## src/rtl/argmax_unit.sv

```systemverilog
// rtl/argmax_unit.sv - running argmax over one N_CLASSES score stream, result held until ack.
// Optional ARGMAX_MARGIN_EN adds a runner-up register and the max-minus-runner-up margin output.
module argmax_unit #(
   parameter int DATA_W    = 16,
   parameter int N_CLASSES = 10,
   parameter int IDX_W     = 4
) (
   input  logic                     clk,
   input  logic                     rst,
   input  logic                     start,
   input  logic                     in_valid,
   input  logic signed [DATA_W-1:0] in_data,
   input  logic                     ack,
   output logic                     busy,
   output logic                     in_ready,
   output logic                     res_valid,
   output logic [IDX_W-1:0]         class_idx,
   output logic signed [DATA_W-1:0] max_val
`ifdef ARGMAX_MARGIN_EN
   ,
   output logic signed [DATA_W:0]   margin
`endif
);

   localparam logic [1:0] S_IDLE    = 2'd0;
   localparam logic [1:0] S_CLEAR   = 2'd1;
   localparam logic [1:0] S_COLLECT = 2'd2;
   localparam logic [1:0] S_HOLD    = 2'd3;

   localparam logic signed [DATA_W-1:0] MOST_NEG = {1'b1, {(DATA_W-1){1'b0}}};
   localparam logic [IDX_W-1:0]         LAST_IDX = IDX_W'(N_CLASSES - 1);

   logic [1:0]       state;
   logic [IDX_W-1:0] cnt;
   logic             accept;
   logic             last;
   logic             new_max;

   assign busy      = (state == S_CLEAR) || (state == S_COLLECT);
   assign in_ready  = (state == S_COLLECT);
   assign res_valid = (state == S_HOLD);

   assign accept  = in_ready && in_valid;
   assign last    = accept && (cnt == LAST_IDX);
   // First score always loads so an all-minimum stream still reports index 0.
   assign new_max = (cnt == '0) || (in_data > max_val);

   always_ff @(posedge clk or posedge rst) begin
      if (rst) begin
         state     <= S_IDLE;
         cnt       <= '0;
         class_idx <= '0;
         max_val   <= '0;
      end else begin
         case (state)
            S_IDLE: begin
               if (start) state <= S_CLEAR;
            end
            S_CLEAR: begin
               cnt       <= '0;
               class_idx <= '0;
               max_val   <= MOST_NEG;
               state     <= S_COLLECT;
            end
            S_COLLECT: begin
               if (accept) begin
                  if (new_max) begin
                     max_val   <= in_data;
                     class_idx <= cnt;
                  end
                  if (last) state <= S_HOLD;
                  else      cnt   <= cnt + IDX_W'(1);
               end
            end
            S_HOLD: begin
               if (ack) state <= S_IDLE;
            end
            default: state <= S_IDLE;
         endcase
      end
   end

`ifdef ARGMAX_MARGIN_EN
   logic signed [DATA_W-1:0] runner;
   logic signed [DATA_W-1:0] runner_nxt;
   logic signed [DATA_W-1:0] max_nxt;

   // new_max already covers cnt==0, so the else branch only sees later scores.
   always_comb begin
      max_nxt    = max_val;
      runner_nxt = runner;
      if (new_max) begin
         max_nxt    = in_data;
         runner_nxt = max_val;
      end else if (in_data > runner) begin
         runner_nxt = in_data;
      end
   end

   always_ff @(posedge clk or posedge rst) begin
      if (rst) begin
         runner <= '0;
         margin <= '0;
      end else if (state == S_CLEAR) begin
         runner <= MOST_NEG;
         margin <= '0;
      end else if (accept) begin
         runner <= runner_nxt;
         if (last)
            margin <= {max_nxt[DATA_W-1], max_nxt} - {runner_nxt[DATA_W-1], runner_nxt};
      end
   end
`endif

endmodule

```

## config.mk

```make
export PLATFORM = sky130hd
export DESIGN_NAME = argmax_unit
export DESIGN_NICKNAME = d
export VERILOG_FILES = /design/src/rtl/argmax_unit.sv
export SDC_FILE = /design/constraint.sdc
export NUM_CORES = 1
export LEC_CHECK = 0
export BUFFER_PORTS_ARGS = -buffer_cell sky130_fd_sc_hd__buf_2
export CORE_AREA = 8 8 68 70
export CTS_CLUSTER_SIZE = 12
export DETAILED_ROUTE_END_ITERATION = 6
export DIE_AREA = 0 0 76 78
export PLACE_DENSITY = 0.76
export SETUP_SLACK_MARGIN = 0.5
export SYNTH_ARGS = -nofsm -noshare
export SYNTH_HDL_FRONTEND = slang
export SYNTH_SLANG_ARGS = --single-unit
```

## constraint.sdc

```tcl
create_clock -name clk -period 6.03 [get_ports clk]
set_input_delay 1.206 -clock clk [delete_from_list [all_inputs] [get_ports clk]]
set_output_delay 1.206 -clock clk [all_outputs]
set_load 0.02 [all_outputs]
```

Word-level counts from Yosys, hierarchy flattened
Index checks and enable logic that the tools add are counted.
{"block": "op_classes", "add_sub_neg": 1, "muxes": 14, "n_lt_le_gt_ge": 1, "n_eq_ne": 10, "reduce_logical": 10}
{"op": "$mux W16", "count": 2}
{"op": "$pmux W16 S2", "count": 1}
{"op": "$gt A16 B16 Y1", "count": 1}
{"op": "$mux W4", "count": 4}
{"op": "$pmux W4 S2", "count": 2}
{"op": "$mux W2", "count": 4}
{"op": "$pmux W2 S4", "count": 1}
{"op": "$ne A2 B1 Y1 const B", "count": 3}
{"op": "$ne A2 B2 Y1 const B", "count": 3}
{"op": "$reduce_and A3 Y1", "count": 2}
{"op": "$add A4 B1 Y4 const B", "count": 1}
{"op": "$eq A2 B2 Y1 const B", "count": 2}
{"op": "$eq A4 B4 Y1 const B", "count": 1}
{"op": "$logic_not A4 Y1", "count": 1}
{"op": "$reduce_and A4 Y1", "count": 1}
{"op": "$eq A2 B1 Y1 const B", "count": 1}
{"op": "$logic_and A1 B1 Y1", "count": 2}
{"op": "$logic_not A2 Y1", "count": 1}
{"op": "$logic_or A1 B1 Y1", "count": 2}
{"op": "$reduce_bool A2 Y1", "count": 1}
{"block": "word_totals", "register_bits": 26, "output_inout_bits": 23, "input_bits": 21}

Longest topological paths before layout
{"block": "logic_depth", "depth_word": 6, "ltp_mapped": 10, "depth_no_buf": 8}

Least setup slack after synthesis
No wires, ideal clock.
{"block": "synth_timing", "path_kind": "in2reg", "start": "input port in_data[7]", "end": "register max_val[10]", "n_path_buf": 1, "t_arrival_ns": 2.995, "stages": 8, "setup_ns": 0.079, "slack_ns": 2.956, "cell_sequence": "ha_1 a211oi_2 o21ai_0 o21a_1 or4b_4 o211ai_4 buf_12 mux2i_1"}
{"block": "synth_between", "elab_chain_cells": 4}
{"element": "from (decl)", "line_no": "12", "rtl": "input logic signed [DATA_W-1:0] in_data,"}
{"element": "$gt A16 B16 Y1", "line_no": "46", "rtl": "assign new_max = (cnt == '0) || (in_data > max_val);"}
{"element": "$logic_or A1 B1 Y1", "line_no": "46"}
{"element": "$ne A2 B1 Y1 (no line)"}
{"element": "$reduce_and A3 Y1 (no line)"}
{"element": "to (signal assigned)", "line_no": "68", "rtl": "max_val <= in_data;"}
{"element": "to (decl)", "line_no": "18", "rtl": "output logic signed [DATA_W-1:0] max_val"}
No other way between the ends.
A chain may end at the register's enable or synchronous reset.

Worst setup path after layout
{"block": "layout_timing", "start": "input port in_data[14]", "end": "register max_val[5]"}
Same word-level chain as after synthesis.

==> reports/metrics.yaml <==
die:
  start_util: 0.4831
  ios: 44
  die_w_um: 76
  die_h_um: 78
  coreArea_mm2: 0.003551
  die_area_mm2: 0.005928
  rows: 22
critical_path:
  crit_type: "in2reg"
  worstPathRequired_ns: 6.27
  critPathCaptureType: "register"
  r2r_slack_ns: 3.39
  crit_arrival_ns: 3.37
  r2r_end: "class_idx[1]"
  r2r_cells: 7
  regToRegStartpoint: "state[0]"
  startpoint_type: "primary input"
  cp_max_fo: 18
placed_design:
  dp_slack_ns: 2.541
  hpwl_mm: 2.902
  place_congestion: 0.7736
  portBuffers: 43
pwr:
  total_power_mw: 1.085
  power_density_mw_per_mm2: 542.0
  p_leak_nw: 1.062
  peakVddDrop_mv: 0.2673
routing:
  first_pass_iters: 4
  drt-total-wl_mm: 3.601
  num_vias: 1383
  ant_nets: 0
  wl_per_cell_um: 13.49
  drc: 0
  vias_per_cell: 5.180
  drtIter0Drc: 63
global_routing:
  grt_overflow: 0
  grt_pass1_wl_mm: 6.403
  grt_pass1_vias: 1486
  grt_max_degree: 27
  use_met1: 0.1580
  grt_usage: 0.1250
  busiest_layer: "met2"
  antenna_found_initial: 0
  gr-usage-met3: 0.03226
  met2_usage: 0.1997
outcome:
  status: "complete, no violations"
cts:
  cts_buffers: 3
  tritoncts: "yes"
  cts_sinks: 26
  cts_setup_buffers: 0
  clk_pin_slew_ns: 0.14
  cts_root_buf: "clkbuf_4"
  clock_latency_ns: 0.31
  ctsHoldBuffers: 0
  htreeDepth: 1
  ctsResizeCount: 0
  clockBufferDepth: 2
yosys:
  async_flop_share: 1.000
  yosysSeqAreaShare: 0.3793
  synth_nets: 218
  syn-cell-area_mm2: 0.001715
  synth_edf_count: 0
  synth_cell_type_count: 36
  syn_avg_cell_area_um2: 9.802
  synthFlopType: "dfrtp_1"
  synth_cells: 175
  yosys_warnings: 0
  ys_seq_elements: 26
layout:
  nFillCells: 344
  drive_above_1_share: 0.2557
  layout.nets: 263
  synthToLayoutAreaGrowth_pct: 16.70
  fin_util: 0.5638
  n_antenna_cell: 0
sta:
  setup_viol: 0
  finalCritPeriodShare: 0.5194
  layout_min_cycle_time_ns: 3.132
  maxSlewViolCount: 0
  finalHoldViolCount: 0
  fmax_mhz: 319.3
  relSlewSlack: 0.3381
  fin_skew_ns: 0.004689
  whs_ns: 0.5402
  worst_pin_slew_ns: 0.9917
  layout_setup_ws_ns: 2.898
  rsz0062_at_grt: "false"
  fin_tns_setup_ns: 0
worst_hold_path:
  hold_path.startpoint: "class_idx[3]"
  whs_endpoint: "class_idx[3]"
  hp-class: "reg2reg"
  hold_depth: 2
run:
  drv_cap: 0
## layout make-up
| cell class | count | area (um^2) | area share |
|---|---|---|---|
| Tap cell | 48 | 60.06 | 0.03000 |
| Sequential cell | 26 | 650.6 | 0.3250 |
| Inverter | 24 | 90.09 | 0.04500 |
| Clock buffer | 4 | 36.28 | 0.01813 |
| Multi-Input combinational cell | 121 | 942.2 | 0.4706 |
| Timing Repair Buffer | 44 | 222.7 | 0.1113 |
## synthesized netlist by cell type (2+ instances only)
cell | count | area, um^2
nand3_1 | 2 | 10.01
mux2i_1 | 17 | 170.2
inv_1 | 24 | 90.09
nand4_1 | 2 | 12.51
o21a_1 | 2 | 15.01
and2_1 | 3 | 18.77
a32o_1 | 3 | 30.03
nand2_1 | 32 | 120.1
nor3_1 | 4 | 20.02
clkbuf_1 | 2 | 7.510
dfrtp_1 | 26 | 650.6
a21oi_1 | 6 | 30.03
nand4b_1 | 2 | 17.52
nor2_1 | 4 | 15.01
ha_1 | 22 | 275.3
o21ai_0 | 4 | 20.02
## how the worst max path moves through the flow
stage | slack [ns] | cells after the start | from | to
final | 2.90 | 8 | in_data[14] | max_val[5]
after global routing | 2.74 | 8 | in_data[15] | max_val[5]
after CTS | 2.88 | 8 | in_data[14] | max_val[5]
after detailed placement | 2.54 | 8 | in_data[15] | max_val[5]
after global placement | 2.67 | 8 | in_data[14] | class_idx[1]
after floorplan | 2.96 | 8 | in_data[7] | max_val[10]
## metal layers
| metal | part of all wire | vias to the layer above |
|---|---|---|
| li1 | - | 690 |
| met1 | 0.49 | 655 |
| met2 | 0.44 | 36 |
| met3 | 0.058 | 2 |
| met4 | 0.011 | 0 |
| met5 | 0 | - |
## critical path, cell delays in order
cell and delay (ns):
buf_2 0.10, ha_1 0.33, nand4_2 0.16, nor4_2 0.34, a21boi_2 0.22, nor2_1 0.09, o211ai_4 0.64, mux2i_1 0.27
## flip-flops by register name (all words and copies together) (netlist names)
signal / cells
max_val: 16
class_idx: 4
cnt: 4
state: 2
## metrics by stage
step                instances  instance area (um^2)
floorplan                 175                  1715
global placement          263                  1966
detailed placement        263                  1966
CTS                       267                  2002
global route              267                  2002
finish                    267                  2002
## cells in the final DEF (no fill, tap or decap), types with 2 or more instances in the layout
master     n
a21oi_1    6
a32o_1     3
and2_1     3
buf_2     43
clkbuf_4   3
dfrtp_1   26
ha_1      22
inv_1     24
mux2i_1   17
nand2_1   32
nand3_1    2
nand4_1    2
nand4b_1   2
nor2_1     4
nor3_1     4
o21a_1     2
o21ai_0    4
## power breakdown
part / switching [mW] / total, mW / internal (mW)
logic: 0.436 / 0.716 / 0.280
registers: 0.0409 / 0.283 / 0.242
clock network: 0.0493 / 0.0862 / 0.0368
total: 0.526 / 1.09 / 0.559
## logic make-up (layout without fill, tap and decap cells)
kind of cell    Yosys count  count (layout)  share of synthesized area
simple gates             57              57                     0.1729
compound gates           24              24                     0.1101
mux                      18              18                     0.1058
flops                    26              26                     0.3793
fa+ha+maj                22              22                     0.1605
buf+inv                  28              72                    0.07148
Note: power is estimated with default switching activity, not from simulation.
